[src/rtl/mul_unit_pkg.sv]
// Shared core definitions for the RV32M multiply group:
// ALU_CON encodings and the multiplier state machine.
package mul_unit_pkg;

  localparam int MUL_W = 32;

  localparam logic [3:0] ALU_MUL    = 4'b1011;
  localparam logic [3:0] ALU_MULH   = 4'b1100;
  localparam logic [3:0] ALU_MULHSU = 4'b1101;
  localparam logic [3:0] ALU_MULHU  = 4'b1110;

  typedef enum logic [1:0] {
    IDLE,
    CALC,
    FIX,
    DONE
  } mul_state_t;

  function automatic logic is_mul_op(
    input logic [3:0] c
  );
    return (c == ALU_MUL) || (c == ALU_MULH) ||
           (c == ALU_MULHSU) || (c == ALU_MULHU);
  endfunction

endpackage

[src/rtl/mul_unit_if.sv]
// Execute-stage request/response bundle between
// the controller and the iterative multiplier.
interface mul_if;
  import mul_unit_pkg::*;

  logic             start;
  logic [3:0]       alu_con;
  logic [MUL_W-1:0] op_a;
  logic [MUL_W-1:0] op_b;
  logic             flush;
  logic             busy;
  logic             done;
  logic [MUL_W-1:0] result;

  modport master (
    output start, alu_con, op_a, op_b, flush,
    input  busy, done, result
  );

  modport slave (
    input  start, alu_con, op_a, op_b, flush,
    output busy, done, result
  );

endinterface

[src/rtl/mul_unit_cond_negate.sv]
// Two's-complement negate-if of a W-bit value.
// Used for operand magnitudes and the final sign fix.
module cond_negate #(
  parameter int W = 32
) (
  input  logic         i_neg,
  input  logic [W-1:0] i_x,
  output logic [W-1:0] o_y
);

  assign o_y = i_neg ? (~i_x + 1'b1) : i_x;

endmodule

[src/rtl/mul_unit.sv]
// Radix-2 shift-add multiplier for MUL/MULH/MULHSU/MULHU.
// Stalls the pipeline via busy; fixed 34-cycle latency.
module mul_unit
  import mul_unit_pkg::*;
#(
  parameter int XLEN = 32
) (
  input logic clk,
  input logic rst,
  mul_if.slave bus
);

  localparam int CW = $clog2(XLEN);

  mul_state_t        r_state;
  logic [2*XLEN-1:0] r_acc;
  logic [2*XLEN-1:0] r_a;
  logic [XLEN-1:0]   r_b;
  logic [CW-1:0]     r_cnt;
  logic              r_neg;
  logic              r_hi;
  logic              r_busy;
  logic              r_done;
  logic [XLEN-1:0]   r_result;

  logic              w_valid;
  logic              w_a_neg;
  logic              w_b_neg;
  logic [XLEN-1:0]   w_mag_a;
  logic [XLEN-1:0]   w_mag_b;
  logic [2*XLEN-1:0] w_prod;

  always_comb begin
    w_valid = is_mul_op(bus.alu_con);
    w_a_neg = ((bus.alu_con == ALU_MULH) ||
               (bus.alu_con == ALU_MULHSU)) &&
              bus.op_a[XLEN-1];
    w_b_neg = (bus.alu_con == ALU_MULH) &&
              bus.op_b[XLEN-1];
  end

  cond_negate #(.W(XLEN)) u_neg_a (
    .i_neg (w_a_neg),
    .i_x   (bus.op_a),
    .o_y   (w_mag_a)
  );

  cond_negate #(.W(XLEN)) u_neg_b (
    .i_neg (w_b_neg),
    .i_x   (bus.op_b),
    .o_y   (w_mag_b)
  );

  cond_negate #(.W(2*XLEN)) u_neg_p (
    .i_neg (r_neg),
    .i_x   (r_acc),
    .o_y   (w_prod)
  );

  // r_a carries mag_a << count; r_b[0] is mag_b[count]
  always_ff @(posedge clk) begin
    if (rst) begin
      r_state  <= IDLE;
      r_acc    <= '0;
      r_a      <= '0;
      r_b      <= '0;
      r_cnt    <= '0;
      r_neg    <= 1'b0;
      r_hi     <= 1'b0;
      r_busy   <= 1'b0;
      r_done   <= 1'b0;
      r_result <= '0;
    end else begin
      r_done <= 1'b0;
      unique case (r_state)
        IDLE: begin
          if (bus.start && w_valid && !bus.flush) begin
            r_state <= CALC;
            r_busy  <= 1'b1;
            r_a     <= {{XLEN{1'b0}}, w_mag_a};
            r_b     <= w_mag_b;
            r_neg   <= w_a_neg ^ w_b_neg;
            r_hi    <= (bus.alu_con != ALU_MUL);
            r_acc   <= '0;
            r_cnt   <= '0;
          end
        end
        CALC: begin
          if (bus.flush) begin
            r_state <= IDLE;
            r_busy  <= 1'b0;
          end else begin
            if (r_b[0]) r_acc <= r_acc + r_a;
            r_a   <= r_a << 1;
            r_b   <= r_b >> 1;
            r_cnt <= r_cnt + 1'b1;
            if (r_cnt == CW'(XLEN - 1)) r_state <= FIX;
          end
        end
        FIX: begin
          if (bus.flush) begin
            r_state <= IDLE;
            r_busy  <= 1'b0;
          end else begin
            r_result <= r_hi ? w_prod[2*XLEN-1:XLEN]
                             : w_prod[XLEN-1:0];
            r_done   <= 1'b1;
            r_state  <= DONE;
          end
        end
        DONE: begin
          r_state <= IDLE;
          r_busy  <= 1'b0;
        end
      endcase
    end
  end

  assign bus.busy   = r_busy;
  assign bus.done   = r_done;
  assign bus.result = r_result;

endmodule

[src/flat_wrapper.sv]
// flat-port wrapper written by rule: the top's interface ports become plain ports
module mul_unit_flat import mul_unit_pkg::*;
#(
  parameter int XLEN = 32
)
  (clk, rst, bus_start, bus_alu_con, bus_op_a, bus_op_b, bus_flush, bus_busy, bus_done, bus_result);
  mul_if bus_i ();
  input logic clk;
  input logic rst;
  input wire logic [$bits(bus_i.start)-1:0] bus_start;
  input wire logic [$bits(bus_i.alu_con)-1:0] bus_alu_con;
  input wire logic [$bits(bus_i.op_a)-1:0] bus_op_a;
  input wire logic [$bits(bus_i.op_b)-1:0] bus_op_b;
  input wire logic [$bits(bus_i.flush)-1:0] bus_flush;
  output wire logic [$bits(bus_i.busy)-1:0] bus_busy;
  output wire logic [$bits(bus_i.done)-1:0] bus_done;
  output wire logic [$bits(bus_i.result)-1:0] bus_result;
  assign bus_i.start = bus_start;
  assign bus_i.alu_con = bus_alu_con;
  assign bus_i.op_a = bus_op_a;
  assign bus_i.op_b = bus_op_b;
  assign bus_i.flush = bus_flush;
  assign bus_busy = bus_i.busy;
  assign bus_done = bus_i.done;
  assign bus_result = bus_i.result;
  mul_unit #(.XLEN(XLEN)) u_core (.clk(clk), .rst(rst), .bus(bus_i));
endmodule
[config.mk]
export PLATFORM = sky130hd
export DESIGN_NAME = mul_unit_flat
export DESIGN_NICKNAME = d
export VERILOG_FILES = /design/src/rtl/mul_unit_pkg.sv /design/src/rtl/mul_unit_if.sv /design/src/rtl/mul_unit_cond_negate.sv /design/src/rtl/mul_unit.sv /design/src/flat_wrapper.sv
export SDC_FILE = /design/constraint.sdc
export NUM_CORES = 1
export LEC_CHECK = 0
export CAP_MARGIN = 40
export CORE_ASPECT_RATIO = 1.25
export CORE_MARGIN = 3
export CORE_UTILIZATION = 45
export DETAILED_ROUTE_END_ITERATION = 8
export HOLD_SLACK_MARGIN = 0.02
export MAX_ROUTING_LAYER = met4
export PLACE_DENSITY = 0.71
export SYNTH_ARGS = -nofsm -noshare
export SYNTH_HDL_FRONTEND = slang
export SYNTH_SLANG_ARGS = --single-unit
[constraint.sdc]
create_clock -name clk -period 4.7 [get_ports clk]
set_input_delay 0.705 -clock clk [delete_from_list [all_inputs] [get_ports clk]]
set_output_delay 0.705 -clock clk [all_outputs]
set_load 0.01 [all_outputs]
==> flow_metrics.py <==
metrics = {
    "setup_path": {
        "r2r_slack_ns": 1.02,
        "crit_type": "reg -> reg",
        "crit_buf_inv": 1,
        "cp-end-kind": "flip-flop",
        "crit_family": "simple AND/OR/NAND/NOR gates",
        "worstPathCellList": "or4_1 > nor4_4 > nand4_1 > buf_4 > or3_1 > or3b_1 > nor2_1 > a31oi_1 > o2111ai_1 > o21ai_1 > a22o_1",
        "slowest_delay_ns": 0.66,
        "crit_required_ns": 5.13,
        "cp_max_fo": 8,
        "cp-start-kind": "flip-flop",
        "crit_slowest_cell": "or4_1",
        "crit_arrival_ns": 4.11,
    },
    "cells_and_area": {
        "layout-drive-gt1-share_pct": 5.117,
        "antenna_cells": 0,
        "final_cell_area_mm2": 0.01661,
        "areaGrowthSynthToFinish_pct": 15.70,
        "utilization_pct": 53.28,
        "fin_nets": 2140,
        "fillers": 3051,
    },
    "global_route": {
        "antenna_found_initial": 0,
        "grt_max_degree": 83,
        "grt_pass1_wl_mm": 70.88,
        "grt_overflow": 0,
        "grt_usage_pct": 25.92,
        "first_global_vias": 13254,
    },
    "logic_synthesis": {
        "yosys.area_share.xor_xnor_pct": 9.520,
        "synthesis.area_mm2": 0.01435,
        "synth_top_area_share_pct": 28.31,
        "synth_area_leader_cell": "dfxtp_1",
        "synthAdderAreaFrac_pct": 6.329,
        "synth-async-reset-ratio_pct": 0,
        "synthCells": 1959,
        "ys_top_cells_by_area": "dfxtp_1 (28%), nand2_1 (8.1%), a21oi_1 (8.1%), ha_1 (6.2%), o21ai_0 (6.0%)",
        "synthTopCellsByCount": "nand2_1 (310), a21oi_1 (232), dfxtp_1 (203)",
        "ys_seq_area_share_pct": 28.31,
        "syn_avg_cell_area_um2": 7.326,
        "synth_mux_area_share_pct": 1.064,
        "synth_edf_count": 0,
        "syn_nets": 2103,
        "ys_ff_latch": 203,
        "yosys.area_share.simple_pct": 22.47,
        "synth-main-ff-cell": "dfxtp_1",
        "synthMostInstantiatedCell": "nand2_1",
        "yosysUniqueCellTypes": 73,
        "synth_top_family_by_area": "compound AO/OA/AOI/OAI gates",
        "synth_compound_area_share_pct": 28.03,
        "yosys_warnings": 0,
    },
    "cts": {
        "post-cts-setup-buffers": 0,
        "cts_sinks": 203,
        "cts_hold_buf": 0,
        "clkLatencyLatePin_ns": 0.53,
        "cts_resized": 0,
        "htreeDepth": 1,
        "cts_tree": "yes",
        "cts.path.max_buffers": 3,
        "cts_root_buf": "clkbuf_16",
        "cts_buffers": 23,
        "clk_pin_slew_ns": 0.06,
    },
    "power": {
        "leakagePower_nw": 6.320,
        "peakVddDrop_v": 0.0002104,
        "power.density_mw_per_mm2": 290.9,
    },
    "placed_design": {
        "dpl-instance-area_mm2": 0.01572,
        "io_buffers": 105,
        "place_congestion": 0.9564,
        "dp_hpwl_mm": 33.44,
    },
    "timing": {
        "max_freq_mhz": 271.8,
        "setup_viol": 0,
        "slew_headroom_pct": 43.98,
        "slew_viol_final": 0,
        "tightest_slew_ns": 0.8403,
        "hold_violations": 0,
        "skew_ns": 0.01768,
        "setup_tns_ns": 0,
        "finalCritPeriodShare_pct": 78.29,
        "rsz0062_at_grt": "false",
        "period_needed_ns": 3.680,
    },
    "route": {
        "final_antenna_net_count": 0,
        "drt_pre_antenna_iters": 5,
        "drtIter0Drc": 1300,
        "post_drt_wl_per_cell_um": 18.48,
        "viasPerCell": 5.980,
        "via_count": 14471,
        "routed_wl_mm": 44.72,
        "drc": 0,
    },
    "outcome": {
        "status": "finished clean",
    },
    "floorplan": {
        "die_area_mm2": 0.03409,
        "dieWidth_um": 165.7,
        "core.rowCount": 72,
        "initial_utilization_pct": 46.05,
        "die_h_um": 205.7,
        "coreArea_mm2": 0.03117,
        "ios": 106,
    },
    "min_path": {
        "hp-class": "reg -> reg",
    },
    "flow_run": {
        "max_cap_violations": 0,
    },
}
## routing by layer
metal / part of all wire, % / vias to the layer above / global-route usage [%] / routed length [µm]
li1: - / 7127 / - / -
met1: 43 / 6755 / 33.24 / 19160
met2: 47 / 489 / 42.70 / 20890
met3: 6.3 / 100 / 2.267 / 2812
met4: 4.2 / 0 / 10.10 / 1865
met5: 0 / - / - / 0
## state kept, by name, summed over array words and instances (netlist names)
register	cells
u_core.bus.done	1
u_core.r_state	2
u_core.r_cnt	5
u_core.bus.result	32
u_core.bus.busy	1
u_core.r_b	32
u_core.r_a	64
u_core.r_neg	1
u_core.r_acc	64
u_core.r_hi	1
## stage by stage
stage / worst slack [ns] / power (W) / hold slack (ns) / instances
2_1_floorplan: 1.495 / 0.002453 / 0.4321 / 1959
3_3_place_gp: 0.7656 / 0.002722 / 0.4272 / 2377
3_5_place_dp: 0.7292 / 0.002736 / 0.4345 / 2378
4_1_cts: 1.035 / 0.004857 / 0.4431 / 2420
5_1_grt: 0.7925 / 0.005029 / 0.4635 / 2420
6_report: 1.020 / 0.004830 / 0.4374 / 2420
## placed cells by master (no fill, tap or decap), types with 14 or more instances in the layout
cell type | Yosys | layout
nor4_1 | 17 | 17
xnor2_1 | 84 | 84
o21ai_0 | 172 | 172
xor2_1 | 72 | 72
a21o_1 | 39 | 38
or3_1 | 18 | 18
a22o_1 | 39 | 39
nor3_1 | 37 | 37
ha_1 | 71 | 70
clkbuf_16 | 0 | 23
o211ai_1 | 19 | 19
dfxtp_1 | 203 | 201
nand3_1 | 68 | 68
a21oi_1 | 232 | 231
inv_1 | 31 | 31
buf_4 | 0 | 33
nand2_1 | 310 | 310
or4_1 | 14 | 14
a211oi_1 | 15 | 15
o31ai_1 | 21 | 21
clkdlybuf4s50_1 | 0 | 104
a31oi_1 | 15 | 15
nand4_1 | 21 | 21
nor2_1 | 135 | 134
a22oi_1 | 19 | 19
nor2b_1 | 14 | 14
## power breakdown
group	internal, W	switching (W)	total, W
Clock	0.00136	0.000764	0.00212
Sequential	0.00180	0.0000733	0.00187
Combinational	0.000285	0.000553	0.000838
## path summary, 6_finish.rpt
path / startpoint / end / depth (start not counted)
min: u_core.bus.result[27] / u_core.bus.result[27] / 2
min reg2reg: u_core.bus.result[27] / u_core.bus.result[27] / 2
max: u_core.r_acc[3] / u_core.bus.result[25] / 11
max reg2reg: u_core.r_acc[3] / u_core.bus.result[25] / 11
## logic make-up after synthesis
logic type,Yosys count
adders and majority gates,72
DFF,203
xor gates and xnor gates,156
buffers and inverters,159
AOI/OAI and AO/OA,657
muxes,13
and+or+nand+nor,699
## area by class of cell
class	instances	area (µm²)	area share, %
Multi-Input combinational cell	1597	9702	58.42
Clock inverter	15	284.0	1.710
Clock buffer	27	600.6	3.617
Timing Repair Buffer	139	1324	7.972
Inverter	32	120.1	0.7233
Tap cell	407	509.2	3.067
Sequential cell	203	4066	24.49
## worst register-to-register path, stage by stage (launching register included)
cell and delay (ns):
dfxtp_1 0.39, or4_1 0.67, nor4_4 0.32, nand4_1 0.17, buf_4 0.20, or3_1 0.49, or3b_1 0.56, nor2_1 0.15
a31oi_1 0.05, o2111ai_1 0.19, o21ai_1 0.18, a22o_1 0.22
Note: power is estimated with default switching activity, not from simulation.
